$ cat src/rtl/frame_crc_check_if.sv
// Payload stream from the CRC check stage to its consumer.
// Byte plus last marker, moved on valid & ready.
interface frame_crc_check_if;
    logic [7:0] data;
    logic       valid;
    logic       ready;
    logic       last;

    modport master (
        output data,
        output valid,
        output last,
        input  ready
    );

    modport slave (
        input  data,
        input  valid,
        input  last,
        output ready
    );
endinterface

$ cat src/rtl/frame_crc_check.sv
// Frame stage after the PN9 de-whitener: header capture, payload
// FIFO with last marking, CRC-16/CCITT-FALSE check, status pulse.
module frame_crc_check #(
    parameter int FIFO_DEPTH = 64,
    parameter int LVL_W      = $clog2(FIFO_DEPTH) + 1
) (
    input  logic             clk,
    input  logic             rst_n,
    input  logic [7:0]       in_data,
    input  logic [1:0]       in_code,
    input  logic             in_end,
    frame_crc_check_if.master m,
    output logic [7:0]       hdr_len,
    output logic             hdr_valid,
    output logic             stat_valid,
    output logic             stat_crc_ok,
    output logic             stat_overflow,
    output logic             stat_proto_err,
    output logic [LVL_W-1:0] fifo_level
);
    localparam int PTR_W = LVL_W - 1;

    typedef enum logic [2:0] {IDLE, HDR, PAY, FCS1, DONE} state_t;

    state_t state, state_nx;

    logic strobe, c_hdr, c_pay, c_fcs;
    logic start, crc_upd, pend_load, push, push_last;
    logic fcs_hi, finish, abort;

    logic [15:0] crc;
    logic [7:0]  rx_hi;
    logic [7:0]  pend_data;
    logic        pend_valid;
    logic        wr_en;
    logic [8:0]  wr_data;
    logic        ovf;

    logic [8:0]       mem [FIFO_DEPTH];
    logic [LVL_W-1:0] wr_ptr, rd_ptr;
    logic             full, pop, wr_ok, drop;

    assign strobe = in_code != 2'd0;
    assign c_hdr  = in_code == 2'd1;
    assign c_pay  = in_code == 2'd2;
    assign c_fcs  = in_code == 2'd3;

    // One payload byte folded into the CRC, MSB first.
    function automatic logic [15:0] crc_step(
        input logic [15:0] c,
        input logic [7:0]  d
    );
        logic [15:0] r;
        r = c;
        for (int i = 7; i >= 0; i--) begin
            if (r[15] ^ d[i]) r = {r[14:0], 1'b0} ^ 16'h1021;
            else              r = {r[14:0], 1'b0};
        end
        return r;
    endfunction

    // Frame state register.
    always_ff @(posedge clk or negedge rst_n) begin
        if (!rst_n) state <= IDLE;
        else        state <= state_nx;
    end

    // Next state: only strobes move the FSM, except DONE which lasts one cycle.
    always_comb begin
        state_nx = state;
        if (state == DONE) state_nx = IDLE;
        if (strobe) begin
            unique case (state)
                HDR, PAY: begin
                    if (in_end)     state_nx = IDLE;
                    else if (c_pay) state_nx = PAY;
                    else if (c_fcs) state_nx = FCS1;
                    else            state_nx = HDR;
                end
                FCS1: state_nx = (c_fcs && in_end) ? DONE : IDLE;
                default: if (c_hdr && !in_end) state_nx = HDR;
            endcase
        end
    end

    // Per-strobe actions; an abort flushes the pending byte as last.
    always_comb begin
        start     = 1'b0;
        crc_upd   = 1'b0;
        pend_load = 1'b0;
        push      = 1'b0;
        push_last = 1'b0;
        fcs_hi    = 1'b0;
        finish    = 1'b0;
        abort     = 1'b0;
        if (strobe) begin
            unique case (state)
                HDR, PAY: begin
                    if (in_end) begin
                        abort = 1'b1;
                    end else if (c_pay) begin
                        crc_upd   = 1'b1;
                        pend_load = 1'b1;
                        push      = pend_valid;
                    end else if (c_fcs) begin
                        fcs_hi    = 1'b1;
                        push      = pend_valid;
                        push_last = 1'b1;
                    end else if (state == PAY) begin
                        abort = 1'b1;
                        start = 1'b1;
                    end
                end
                FCS1: begin
                    if (c_fcs && in_end) finish = 1'b1;
                    else                 abort  = 1'b1;
                end
                default: begin
                    if (c_hdr) begin
                        start = 1'b1;
                        abort = in_end;
                    end
                end
            endcase
            if (abort) begin
                push      = pend_valid;
                push_last = 1'b1;
            end
        end
    end

    // Header capture, CRC accumulation and received FCS high byte.
    always_ff @(posedge clk or negedge rst_n) begin
        if (!rst_n) begin
            hdr_len   <= 8'd0;
            hdr_valid <= 1'b0;
            crc       <= 16'hFFFF;
            rx_hi     <= 8'd0;
        end else begin
            hdr_valid <= start;
            if (start) begin
                hdr_len <= in_data;
                crc     <= 16'hFFFF;
            end else if (crc_upd) begin
                crc <= crc_step(crc, in_data);
            end
            if (fcs_hi) rx_hi <= in_data;
        end
    end

    // One-byte pending register delays each byte until its successor decides last.
    always_ff @(posedge clk or negedge rst_n) begin
        if (!rst_n) begin
            pend_data  <= 8'd0;
            pend_valid <= 1'b0;
            wr_en      <= 1'b0;
            wr_data    <= 9'd0;
        end else begin
            wr_en   <= push;
            wr_data <= {push_last, pend_data};
            if (pend_load) begin
                pend_data  <= in_data;
                pend_valid <= 1'b1;
            end else if (push) begin
                pend_valid <= 1'b0;
            end
        end
    end

    // Frame flags and the registered status pulse.
    always_ff @(posedge clk or negedge rst_n) begin
        if (!rst_n) begin
            ovf            <= 1'b0;
            stat_valid     <= 1'b0;
            stat_crc_ok    <= 1'b0;
            stat_overflow  <= 1'b0;
            stat_proto_err <= 1'b0;
        end else begin
            if (start)     ovf <= 1'b0;
            else if (drop) ovf <= 1'b1;
            stat_valid     <= finish | abort;
            stat_crc_ok    <= finish & ({rx_hi, in_data} == crc);
            stat_overflow  <= (finish | abort) & (ovf | drop);
            stat_proto_err <= abort;
        end
    end

    assign fifo_level = wr_ptr - rd_ptr;
    assign full       = fifo_level == LVL_W'(FIFO_DEPTH);
    assign pop        = m.valid & m.ready;
    assign wr_ok      = wr_en & (~full | pop);
    assign drop       = wr_en & full & ~pop;
    assign m.valid    = fifo_level != '0;
    assign m.data     = m.valid ? mem[rd_ptr[PTR_W-1:0]][7:0] : 8'd0;
    assign m.last     = m.valid ? mem[rd_ptr[PTR_W-1:0]][8] : 1'b0;

    // FIFO storage; contents are only meaningful between the pointers.
    always_ff @(posedge clk) begin
        if (wr_ok) mem[wr_ptr[PTR_W-1:0]] <= wr_data;
    end

    // FIFO pointers with one extra wrap bit so the level covers full.
    always_ff @(posedge clk or negedge rst_n) begin
        if (!rst_n) begin
            wr_ptr <= '0;
            rd_ptr <= '0;
        end else begin
            if (wr_ok) wr_ptr <= wr_ptr + 1'b1;
            if (pop)   rd_ptr <= rd_ptr + 1'b1;
        end
    end
endmodule
$ cat src/flat_wrapper.sv
// flat-port wrapper written by rule: the top's interface ports become plain ports
module frame_crc_check_flat 
#(
    parameter int FIFO_DEPTH = 64,
    parameter int LVL_W      = $clog2(FIFO_DEPTH) + 1
)
  (clk, rst_n, in_data, in_code, in_end, hdr_len, hdr_valid, stat_valid, stat_crc_ok, stat_overflow, stat_proto_err, fifo_level, m_data, m_valid, m_last, m_ready);
  frame_crc_check_if m_i ();
  input  logic clk;
  input  logic rst_n;
  input  logic [7:0] in_data;
  input  logic [1:0] in_code;
  input  logic in_end;
  output logic [7:0] hdr_len;
  output logic hdr_valid;
  output logic stat_valid;
  output logic stat_crc_ok;
  output logic stat_overflow;
  output logic stat_proto_err;
  output logic [LVL_W-1:0] fifo_level;
  output wire logic [$bits(m_i.data)-1:0] m_data;
  output wire logic [$bits(m_i.valid)-1:0] m_valid;
  output wire logic [$bits(m_i.last)-1:0] m_last;
  input wire logic [$bits(m_i.ready)-1:0] m_ready;
  assign m_data = m_i.data;
  assign m_valid = m_i.valid;
  assign m_last = m_i.last;
  assign m_i.ready = m_ready;
  frame_crc_check #(.FIFO_DEPTH(FIFO_DEPTH), .LVL_W(LVL_W)) u_core (.clk(clk), .rst_n(rst_n), .in_data(in_data), .in_code(in_code), .in_end(in_end), .m(m_i), .hdr_len(hdr_len), .hdr_valid(hdr_valid), .stat_valid(stat_valid), .stat_crc_ok(stat_crc_ok), .stat_overflow(stat_overflow), .stat_proto_err(stat_proto_err), .fifo_level(fifo_level));
endmodule
$ cat config.mk
export PLATFORM = sky130hd
export DESIGN_NAME = frame_crc_check_flat
export DESIGN_NICKNAME = d
export VERILOG_FILES = /design/src/rtl/frame_crc_check_if.sv /design/src/rtl/frame_crc_check.sv /design/src/flat_wrapper.sv
export SDC_FILE = /design/constraint.sdc
export NUM_CORES = 1
export LEC_CHECK = 0
export BUFFER_PORTS_ARGS = -buffer_cell sky130_fd_sc_hd__buf_2
export CAP_MARGIN = 20
export CORE_UTILIZATION = 50
export CTS_BUF_LIST = sky130_fd_sc_hd__clkbuf_2
export DETAILED_ROUTE_END_ITERATION = 10
export GPL_TIMING_DRIVEN = 0
export PLACE_DENSITY = 0.66
export SETUP_SLACK_MARGIN = 0.3
export SYNTH_ARGS = -nofsm -noshare
export SYNTH_HDL_FRONTEND = slang
export SYNTH_SLANG_ARGS = --single-unit
$ cat constraint.sdc
create_clock -name clk -period 9.7 [get_ports clk]
set_input_delay 0.97 -clock clk [delete_from_list [all_inputs] [get_ports clk]]
set_output_delay 0.97 -clock clk [all_outputs]
set_load 0.005 [all_outputs]
==> metrics <==
Nets 1,752; Yosys warning count 0; Post-CTS Setup Bufs 0; Final min period 6430 ps; Synth Register Bits 650; Initial DRC Count 1,791; Synth area leader edfxtp_1; Critical Path AT 5460 ps; Max Freq 0.156 GHz; Critical Path Sink Type primary output; fraction of layout cells with a size suffix above 1 34.4%; main combinational cell family by area after synthesis multiplexers; DP HPWL 47,200 um; Synth Area in Compound Gates 4.24%; Worst Hold Class in2async; clk root buf clkbuf_2; Synth Flop Type edfxtp_1; worst skew pair latency 1390 ps; Layout fillers 3,943; core area 51,600 um2; count of final max-slew check failures 0; final hold vios 0; Async SR Flop Fraction 11.4%; maximum clock path buffer count 3; Die ar. 53,500 um2; H-tree Lvls 4; initial antenna violation count 2; Data required, critical path 8730 ps; maximum VDD drop 0.000184 V; DP Area 28,400 um2; Max Cap Viol 0; first-pass GRT wire length 101,000 um; number of global-route vias before repair 15,268; final period utilization 66.3%; clock sink total 650; CP max FO 10; Synth area leaders edfxtp_1 66%, mux4_2 10%, dfrtp_1 5.5%, mux2i_1 2.5%, dfstp_2 1.6%; RSZ-0062 raised after global routing false; I/O Buffers 40; Overflow after GRT 0; Slew HR 21.1%; Num CTS Buffers 162; Die H 231 um; Rows 83; Final setup viols 0; sequential-to-total area share from yosys stat 72.9%; largest net degree at the start of global routing 61; Initial DRT Pass Iterations 8; Area Overhead vs Synth 14.1%; routed vias 15,365; Finished Cell Area 30,000 um2; net count after synthesis 1,462; Vias/cell 6.05; Post-Synth XOR/XNOR Area 1.87%; Yosys cell types 61; gr usage total 26.6%; Synth Area in Adders 0.457%; DR DRC count 0; Initial Util 51.0%; worst slew pin tran 1180 ps; Die X 231 um; Cells after Synth 1,439; Leak Pwr 10.3 nW; boundary pin count 44; Yosys top cell area share 65.8%; status finished clean; footprint of the multi-input gates 6910 um2; Post-Syn Area 26,300 um2; clock skew 138 ps; sequential standard cell area 19,200 um2; DRT Wirelength 68,600 um; Mean Syn Cell Area 18.3 um2; simple-gate portion of the synthesized area 4.65%; CTS tree yes; Detail Route Antenna Nets 0; mux contribution to synthesized area 13.7%; Worst-path clk slew 100 ps; setup TNS 0 ps; kind of critical path reg2out; P per Cell Area 276 nW/um2; routability cong. 0.953; DR WL/cell 27.0 um; Post-synth EDFFs 576; crit start category flop
## registers in the layout, summed over array words and instances (netlist names)
name / flops
u_core.crc: 16
u_core.hdr_len: 8
u_core.hdr_valid: 1
u_core.mem: 576
u_core.ovf: 1
u_core.pend_data: 8
u_core.pend_valid: 1
u_core.rd_ptr: 7
u_core.rx_hi: 8
u_core.stat_crc_ok: 1
u_core.stat_overflow: 1
u_core.stat_proto_err: 1
u_core.stat_valid: 1
u_core.state: 3
u_core.wr_data: 9
u_core.wr_en: 1
u_core.wr_ptr: 7
## timing repair
item	4_1_cts	5_1_grt
resized for setup	0	0
endpoints found under the hold margin	102	0
hold buffers	14	0
## per-stage QoR
stage / power [mW] / setup slack (ps) / util, % / std cells / hold WS, ps
after floorplan: 5.26 / 5940 / - / 1439 / 354
after global placement: 6.35 / 4070 / 53.0 / 2159 / 359
after detailed placement: 6.49 / 4940 / 55.1 / 2230 / 360
after CTS: 8.26 / 3420 / 58.1 / 2534 / 72.9
after global routing: 8.61 / 3220 / 58.2 / 2537 / 115
final: 8.28 / 3270 / 58.2 / 2538 / 215
## cell families after synthesis
| logic type | after synthesis |
|---|---|
| XOR/XNOR | 56 |
| AO/OA/AOI/OAI | 170 |
| AND/OR/NAND/NOR | 233 |
| flip-flops | 650 |
| adder cells (fa/ha/maj) | 9 |
| multiplexers | 209 |
| buffers and inverters | 112 |
## path summary, 6_finish.rpt
kind / start / endpoint / slack [ps] / cells past startpoint
hold reg to reg: u_core.pend_data[2]$_DFFE_PN0P_ / u_core.wr_data[2]$_DFF_PN0_ / 380 / 0
hold / removal: rst_n / u_core.crc[11]$_DFFE_PN1P_ / 220 / 2
min in group clk: u_core.pend_data[2]$_DFFE_PN0P_ / u_core.wr_data[2]$_DFF_PN0_ / 380 / 0
setup reg to reg: u_core.rd_ptr[3]$_DFFE_PN0P_ / u_core.mem[12][0]$_DFFE_PP_ / 4980 / 13
setup / recovery: u_core.rd_ptr[4]$_DFFE_PN0P_ / m_data[3] / 3270 / 12
max in group asynchronous: rst_n / u_core.wr_data[2]$_DFF_PN0_ / 8060 / 3
## cell usage after synthesis, drive strengths merged (32+ instances only)
library cell	instances
nor2	32
mux2i	66
mux4	118
buf	45
nor4	59
nand2	65
dfrtp	58
edfxtp	576
clkbuf	47
a21oi	50
a22oi	38
## power by group
| part | internal, mW | leakage, nW | switching [mW] |
|---|---|---|---|
| Combinational | 1.09 | 3.10 | 1.86 |
| Clock | 0.697 | 1.12 | 1.10 |
| Sequential | 3.36 | 6.11 | 0.175 |
| Total | 5.15 | 10.3 | 3.13 |
## layer usage
metal / GRT usage (%) / wire length (um) / vias to the layer above
li1: - / - / 6506
met1: 36.4 / 27300 / 7777
met2: 40.3 / 32000 / 927
met3: 8.08 / 7050 / 155
met4: 10.3 / 2270 / 0
met5: 0 / 0 / -
## critical path, cell delays in order (launching register included)
cell and delay, ps:
dfrtp_1 480, inv_1 440, clkbuf_1 770, ha_1 400
and3b_1 200, a211oi_2 220, o211ai_2 150, nor4b_4 590
and2_1 220, buf_4 180, inv_2 70, and4_1 190
buf_2 140
## placed cells by master (no fill, tap or decap), drive strengths merged, types with 3 or more instances in the layout
master / instances
a211oi: 9
a21oi: 50
a221oi: 7
a22oi: 38
a31oi: 5
and2: 5
and3: 6
and3b: 3
buf: 157
clkbuf: 278
clkinv: 49
dfrtp: 58
dfstp: 16
diode: 3
dlygate4sd3: 14
edfxtp: 576
ha: 8
inv: 27
mux2: 25
mux2i: 66
mux4: 118
nand2: 65
nand2b: 4
nand3: 12
nand3b: 3
nor2: 32
nor3: 29
nor4: 59
o211ai: 13
o21ai: 27
o22ai: 5
or3: 5
xnor2: 27
xor2: 29
## layout make-up
type / count / area share [%]
Sequential cell: 650 / 63.9
Multi-Input combinational cell: 677 / 23.0
Clock buffer: 231 / 3.85
Timing Repair Buffer: 126 / 3.48
Tap cell: 680 / 2.83
Buffer: 92 / 1.67
Clock inverter: 59 / 0.955
Inverter: 20 / 0.250
Antenna cell: 3 / 0.0250
Power figures use the tool's default switching activity.
